**config.mk**
```make
export PLATFORM = sky130hd
export DESIGN_NAME = lcd_reader
export DESIGN_NICKNAME = d
export VERILOG_FILES = /design/src/rtl/lcd_pkg.sv /design/src/rtl/lcd_nibble_strobe.sv /design/src/rtl/lcd_reader.sv
export SDC_FILE = /design/constraint.sdc
export NUM_CORES = 1
export LEC_CHECK = 0
export BUFFER_PORTS_ARGS = -buffer_cell sky130_fd_sc_hd__buf_2
export CORE_ASPECT_RATIO = 1.25
export CORE_UTILIZATION = 35
export CTS_BUF_LIST = sky130_fd_sc_hd__clkbuf_8
export CTS_CLUSTER_DIAMETER = 150
export DETAILED_ROUTE_END_ITERATION = 10
export HOLD_SLACK_MARGIN = 0.02
export PLACE_DENSITY_LB_ADDON = 0.1
export SYNTH_ARGS = -nofsm -noshare
export SYNTH_HDL_FRONTEND = slang
export SYNTH_HIERARCHICAL = 1
export SYNTH_SLANG_ARGS = --single-unit
```
**constraint.sdc**
```tcl
create_clock -name clk -period 8.05 [get_ports clk]
set_input_delay 1.61 -clock clk [delete_from_list [all_inputs] [get_ports clk]]
set_output_delay 1.61 -clock clk [all_outputs]
set_load 0.05 [all_outputs]
```
**src/rtl/lcd_pkg.sv**
```systemverilog
// Shared definitions for the HD44780 4-bit read and write sequencers.
// Default timings assume a 100 MHz clk.
package lcd_pkg;

  typedef enum logic [2:0] {
    IDLE,
    SETUP,
    HI_E,
    HI_GAP,
    LO_E,
    LO_GAP,
    RESP
  } lcd_state_t;

  localparam int LCD_T_SETUP = 4;
  localparam int LCD_T_EHIGH = 25;
  localparam int LCD_T_ELOW  = 30;
  localparam int LCD_CW      = 8;
  // Read data delay tDDR expressed in clk cycles.
  localparam int LCD_T_DDR   = 20;

  localparam logic LCD_RS_CMD  = 1'b0;
  localparam logic LCD_RS_DATA = 1'b1;

  function automatic int lcd_max3(input int a, input int b, input int c);
    int m;
    m = (a > b) ? a : b;
    return (m > c) ? m : c;
  endfunction

endpackage

```
**src/rtl/lcd_nibble_strobe.sv**
```systemverilog
// E-pulse generator: E high for t_high cycles, then low for t_low cycles.
// strike marks E's last high cycle, done marks the last cycle of the low gap.
module lcd_nibble_strobe
  import lcd_pkg::*;
#(
  parameter int CW = LCD_CW
) (
  input  logic          clk,
  input  logic          rst_n,
  input  logic          start,
  input  logic [CW-1:0] t_high,
  input  logic [CW-1:0] t_low,
  output logic          e,
  output logic          strike,
  output logic          done
);

  localparam logic [CW-1:0] ONE = CW'(1);

  logic          gap;
  logic [CW-1:0] cnt;
  logic          tc;

  assign tc     = (cnt == '0);
  assign strike = e & tc;
  assign done   = gap & tc;

  // A start on the last gap cycle re-arms E with no idle cycle in between.
  always_ff @(posedge clk or negedge rst_n) begin
    if (!rst_n) begin
      e   <= 1'b0;
      gap <= 1'b0;
      cnt <= '0;
    end else if (e) begin
      if (tc) begin
        e   <= 1'b0;
        gap <= 1'b1;
        cnt <= t_low - ONE;
      end else begin
        cnt <= cnt - ONE;
      end
    end else if (start) begin
      e   <= 1'b1;
      gap <= 1'b0;
      cnt <= t_high - ONE;
    end else if (gap) begin
      if (tc) begin
        gap <= 1'b0;
      end else begin
        cnt <= cnt - ONE;
      end
    end
  end

endmodule

```
**src/rtl/lcd_reader.sv**
```systemverilog
// HD44780 4-bit read engine: one BF/AC (rs=0) or data (rs=1) read per request,
// upper nibble first. Define LCD_RD_SYNC_EN to resynchronise DB7..DB4 before capture.
//
// state  | meaning
// IDLE   | ready for a request, pins released
// SETUP  | RS/RW valid with E low (tAS)
// HI_E   | first E pulse, upper nibble captured on its last cycle
// HI_GAP | E low between the two nibbles
// LO_E   | second E pulse, lower nibble captured on its last cycle
// LO_GAP | E low, completes tcycE
// RESP   | one-cycle response pulse, pins released
module lcd_reader
  import lcd_pkg::*;
#(
  parameter int T_SETUP = LCD_T_SETUP,
  parameter int T_EHIGH = LCD_T_EHIGH,
  parameter int T_ELOW  = LCD_T_ELOW,
  parameter int CW      = LCD_CW
) (
  input  logic       clk,
  input  logic       rst_n,
  input  logic       req_valid,
  input  logic       req_rs,
  output logic       req_ready,
  output logic       rsp_valid,
  output logic [7:0] rsp_data,
  output logic       rsp_busy,
  output logic       lcd_active,
  output logic       lcd_rs,
  output logic       lcd_rw,
  output logic       lcd_e,
  output logic       lcd_db_oe,
  input  logic [3:0] lcd_db_in
);

  localparam int T_MAX = lcd_max3(T_SETUP, T_EHIGH, T_ELOW);

  logic [3:0] db_cap;

`ifdef LCD_RD_SYNC_EN
  localparam int DDR_MARGIN = 2;

  logic [3:0] db_meta;
  logic [3:0] db_sync;

  always_ff @(posedge clk or negedge rst_n) begin
    if (!rst_n) begin
      db_meta <= '0;
      db_sync <= '0;
    end else begin
      db_meta <= lcd_db_in;
      db_sync <= db_meta;
    end
  end

  assign db_cap = db_sync;
`else
  localparam int DDR_MARGIN = 0;

  assign db_cap = lcd_db_in;
`endif

  if (T_SETUP < 1 || T_EHIGH < 1 || T_ELOW < 1) begin : g_bad_zero
    $error("lcd_reader: timing parameters must be non-zero");
  end
  if (CW < 1 || 64'(T_MAX) >= (64'd1 << CW)) begin : g_bad_cw
    $error("lcd_reader: CW too narrow for the timing parameters");
  end
  // The sampled nibble must already be valid tDDR after E rose.
  if (T_EHIGH <= LCD_T_DDR + DDR_MARGIN) begin : g_bad_ddr
    $error("lcd_reader: T_EHIGH does not cover tDDR");
  end

  lcd_state_t state;
  logic [CW-1:0] cnt;
  logic          cnt_tc;
  logic          rs_q;
  logic          strobe_start;
  logic          strike;
  logic          strobe_done;

  assign cnt_tc       = (cnt == '0);
  assign strobe_start = ((state == SETUP) && cnt_tc) || ((state == HI_GAP) && strobe_done);
  assign lcd_db_oe    = 1'b0;

  lcd_nibble_strobe #(.CW(CW)) u_strobe (
    .clk    (clk),
    .rst_n  (rst_n),
    .start  (strobe_start),
    .t_high (CW'(T_EHIGH)),
    .t_low  (CW'(T_ELOW)),
    .e      (lcd_e),
    .strike (strike),
    .done   (strobe_done)
  );

  always_ff @(posedge clk or negedge rst_n) begin
    if (!rst_n) begin
      state      <= IDLE;
      cnt        <= '0;
      rs_q       <= LCD_RS_CMD;
      req_ready  <= 1'b1;
      rsp_valid  <= 1'b0;
      rsp_data   <= '0;
      rsp_busy   <= 1'b0;
      lcd_active <= 1'b0;
      lcd_rs     <= LCD_RS_CMD;
      lcd_rw     <= 1'b0;
    end else begin
      rsp_valid <= 1'b0;
      case (state)
        IDLE: begin
          if (req_valid && req_ready) begin
            state      <= SETUP;
            cnt        <= CW'(T_SETUP - 1);
            rs_q       <= req_rs;
            req_ready  <= 1'b0;
            lcd_active <= 1'b1;
            lcd_rs     <= req_rs;
            lcd_rw     <= 1'b1;
          end
        end
        SETUP: begin
          if (cnt_tc) begin
            state <= HI_E;
          end else begin
            cnt <= cnt - CW'(1);
          end
        end
        HI_E: begin
          if (strike) begin
            rsp_data[7:4] <= db_cap;
            rsp_busy      <= (rs_q == LCD_RS_DATA) ? 1'b0 : db_cap[3];
            state         <= HI_GAP;
          end
        end
        HI_GAP: begin
          if (strobe_done) begin
            state <= LO_E;
          end
        end
        LO_E: begin
          if (strike) begin
            rsp_data[3:0] <= db_cap;
            state         <= LO_GAP;
          end
        end
        LO_GAP: begin
          if (strobe_done) begin
            state      <= RESP;
            rsp_valid  <= 1'b1;
            lcd_active <= 1'b0;
            lcd_rs     <= LCD_RS_CMD;
            lcd_rw     <= 1'b0;
          end
        end
        RESP: begin
          state     <= IDLE;
          req_ready <= 1'b1;
        end
        default: begin
          state     <= IDLE;
          req_ready <= 1'b1;
        end
      endcase
    end
  end

endmodule

```
==> summary.txt <==
Outcome
  – Status: completed

Global routing
  – Initial antenna violation count: 0
  – Total global routing overflow: 0
  – GR peak layer: met2
  – First-pass GRT wire length: 7950 microns
  – GRT met1 Usage: 0.185
  – Vias in the first global route: 1710
  – Met2 usage: 0.257
  – Grt met3 use: 0.0277
  – Largest net degree at the start of global routing: 36
  – Total Routing Usage GR: 0.151

Worst setup path
  – Critical path startpoint category: register
  – Crit-path max FO: 9
  – Critical path class: register to register
  – Worst EP arrival: 3.21 ns
  – Req. time, crit path: 8.23 ns
  – CP Capture Type: register

Power and ir drop
  – Psw: 0.0803 mW
  – Sw frac: 0.227
  – Internal Pwr Total: 0.273 mW
  – Gate power share: 0.047
  – Power Dens Cells: 131 nW/um^2
  – Clock share of power: 0.455
  – Sequential power share: 0.497
  – Static leakage: 1.30 nW
  – Maximum vdd drop: 82.2 uV

Routing
  – Drt initial violations: 128
  – 1st-pass router iterations: 4
  – DRC: 0
  – Drt wl/cell: 12.4 microns
  – Routed WL: 4750 microns
  – Final antenna-violating net count: 0
  – DR vias: 1814
  – Vias per inst: 4.74

Floorplanning
  – Die Wd: 73.7 microns
  – Ports: 24
  – Initial Util: 0.364
  – DIE AREA: 6740 sq um
  – Die Y: 91.6 microns
  – Core ar.: 6170 sq um
  – Rows: 32

Synthesis
  – Cell area after synthesis: 2250 sq um
  – Synth Flop Type: dfrtp_1
  – Asr flop ratio synth: 1.00
  – Post-synthesis area per instance: 9.81 sq um
  – #FFs+latches synth: 35
  – Mapped Cells: 229
  – Post-synthesis sequential area ratio: 0.391
  – Ys Warns: 6
  – EDFF count, synth: 0
  – Yosys cell types: 58

Cells and area
  – Seq. cell area: 877 sq um
  – Syn-to-layout area delta: 20.1%
  – Util after Layout: 0.437
  – Multi-input combinational cell area: 1440 sq um
  – Most frequent cells in the layout: conb_1 (53), dfrtp_1 (34), buf_2 (22)
  – Fillers: 660
  – Fin cells: 383
  – Nets: 310
  – Layout cells sized above 1: 0.188
  – Antenna Cells: 0
  – Commonest non-fill, non-tap cell in the layout: conb_1

Clock network
  – CTS H-tree lvls: 2
  – Inserted Clock Buffers: 5
  – CTS Hold Bufs: 0
  – Post_cts resized: 0
  – CTS tree: built
  – Worst-path clk slew: 0.08 ns
  – Clk sinks: 35
  – Clock Tree Buf Depth: 2
  – Root buffer cell: clkbuf_8
  – Postcts setup bufs: 0
  – Clk_lat worst skew: 0.29 ns

Placed design
  – Inst Count DP: 375
  – Port buffer count: 22
  – Detail Placement HPWL: 3540 microns
  – Gpl congestion: 0.842

STA
  – Slew HR: 0.430
  – RSZ-0062 raised after global routing: no
  – Fmax: 330 MHz
  – Period utilisation layout: 0.377
  – Final hold violation count: 0
  – Slew at the pin closest to its max-slew limit: 0.848 ns
  – Setup violators final: 0
  – Layout Skew: 0.0106 ns
  – Setup TNS: 0 ns
  – Slew Limit Fails: 0
  – Fin crit period: 3.03 ns

Worst hold path
  – Worst hold path type: register to register

Flow run
  – Max_cap viols: 0
==> worst paths after layout <==
path / endpoint / cells after the start / start / slack (ns)
worst min-delay path: lcd_rs / 1 / lcd_rs / 0.49
max in group asynchronous: rsp_data[6] / 1 / rst_n / 6.13
worst min register to register: lcd_rs / 1 / lcd_rs / 0.49
worst max register to register: u_strobe/cnt[5] / 11 / u_strobe/cnt[4] / 5.02
worst max-delay path: u_strobe/cnt[5] / 11 / u_strobe/cnt[4] / 5.02
min in group asynchronous: cnt[2] / 1 / rst_n / 1.40
==> synth_stat cells, types with 5 or more instances <==
library cell	n	area (sq um)
a21oi_1	11	55.1
o21ai_0	13	65.1
ha_1	5	62.6
nand2_1	8	30.0
mux2i_1	9	90.1
dfrtp_1	34	851
mux2_2	10	113
inv_1	14	52.6
xnor2_1	6	52.6
nor2_1	19	71.3
clkbuf_1	6	22.5
nor4_1	5	31.3
o211ai_1	5	37.5
==> power by group through the flow <==
stage	Sequential (mW)	Clock (mW)	Combinational [mW]
floorplan	0.179	0	0.00998
global placement	0.179	0	0.0155
detailed placement	0.179	0	0.0154
CTS	0.176	0.168	0.0154
global route	0.176	0.176	0.0200
finish	0.176	0.161	0.0168
==> through the flow <==
| step | total power, mW | hold WS [ns] | area, sq um | setup WS (ns) |
|---|---|---|---|---|
| floorplan | 0.189 | 0.462 | 2440 | 5.31 |
| CTS | 0.359 | 0.503 | 2700 | 4.98 |
| detailed placement | 0.195 | 0.485 | 2580 | 4.99 |
| finish | 0.353 | 0.494 | 2700 | 5.02 |
| global route | 0.372 | 0.509 | 2700 | 4.75 |
| global placement | 0.195 | 0.473 | 2580 | 5.06 |
==> critical path: stages, from the launching register on <==
cell,delay (ns)
dfrtp_1,0.47
or4_4,0.57
nor2_1,0.19
and2_1,0.23
nand2_1,0.07
o31a_1,0.12
nor3_2,0.30
nand2b_1,0.31
o41ai_4,0.16
nor4b_1,0.10
a211o_1,0.23
a22o_1,0.17
==> registers in the layout, indices dropped and copies added (netlist names) <==
name and cells:
rsp_busy 1, rs_q 1, cnt 8, rsp_data 8, rsp_valid 1, req_ready 1
state 3, u_strobe/cnt 8, u_strobe/e 1, u_strobe/gap 1, lcd_rs 1, lcd_rw 1
==> per-layer routing <==
| metal | routed length [microns] | vias up |
|---|---|---|
| met1 | 2150 | 856 |
| met4 | 89 | 0 |
| li1 | - | 924 |
| met5 | 0 | - |
| met2 | 2410 | 27 |
| met3 | 103 | 7 |
==> cell families after synthesis <==
family / after synthesis / share of synthesized area
buffers and inverters: 26 / 0.0546
AND/OR/NAND/NOR: 73 / 0.201
flip-flops: 35 / 0.391
XOR/XNOR: 10 / 0.0390
other: 2 / 0.00334
multiplexers: 19 / 0.0903
AO/OA/AOI/OAI: 59 / 0.194
adder cells (fa/ha/maj): 5 / 0.0279
==> cell type report <==
type | count | area share
Multi-Input combinational cell | 219 | 0.533
Sequential cell | 35 | 0.325
Timing Repair Buffer | 22 | 0.0408
Tap cell | 85 | 0.0394
Clock buffer | 5 | 0.0255
Inverter | 14 | 0.0195
Clock inverter | 3 | 0.0162
No activity file was read; power rests on OpenSTA's default activity.
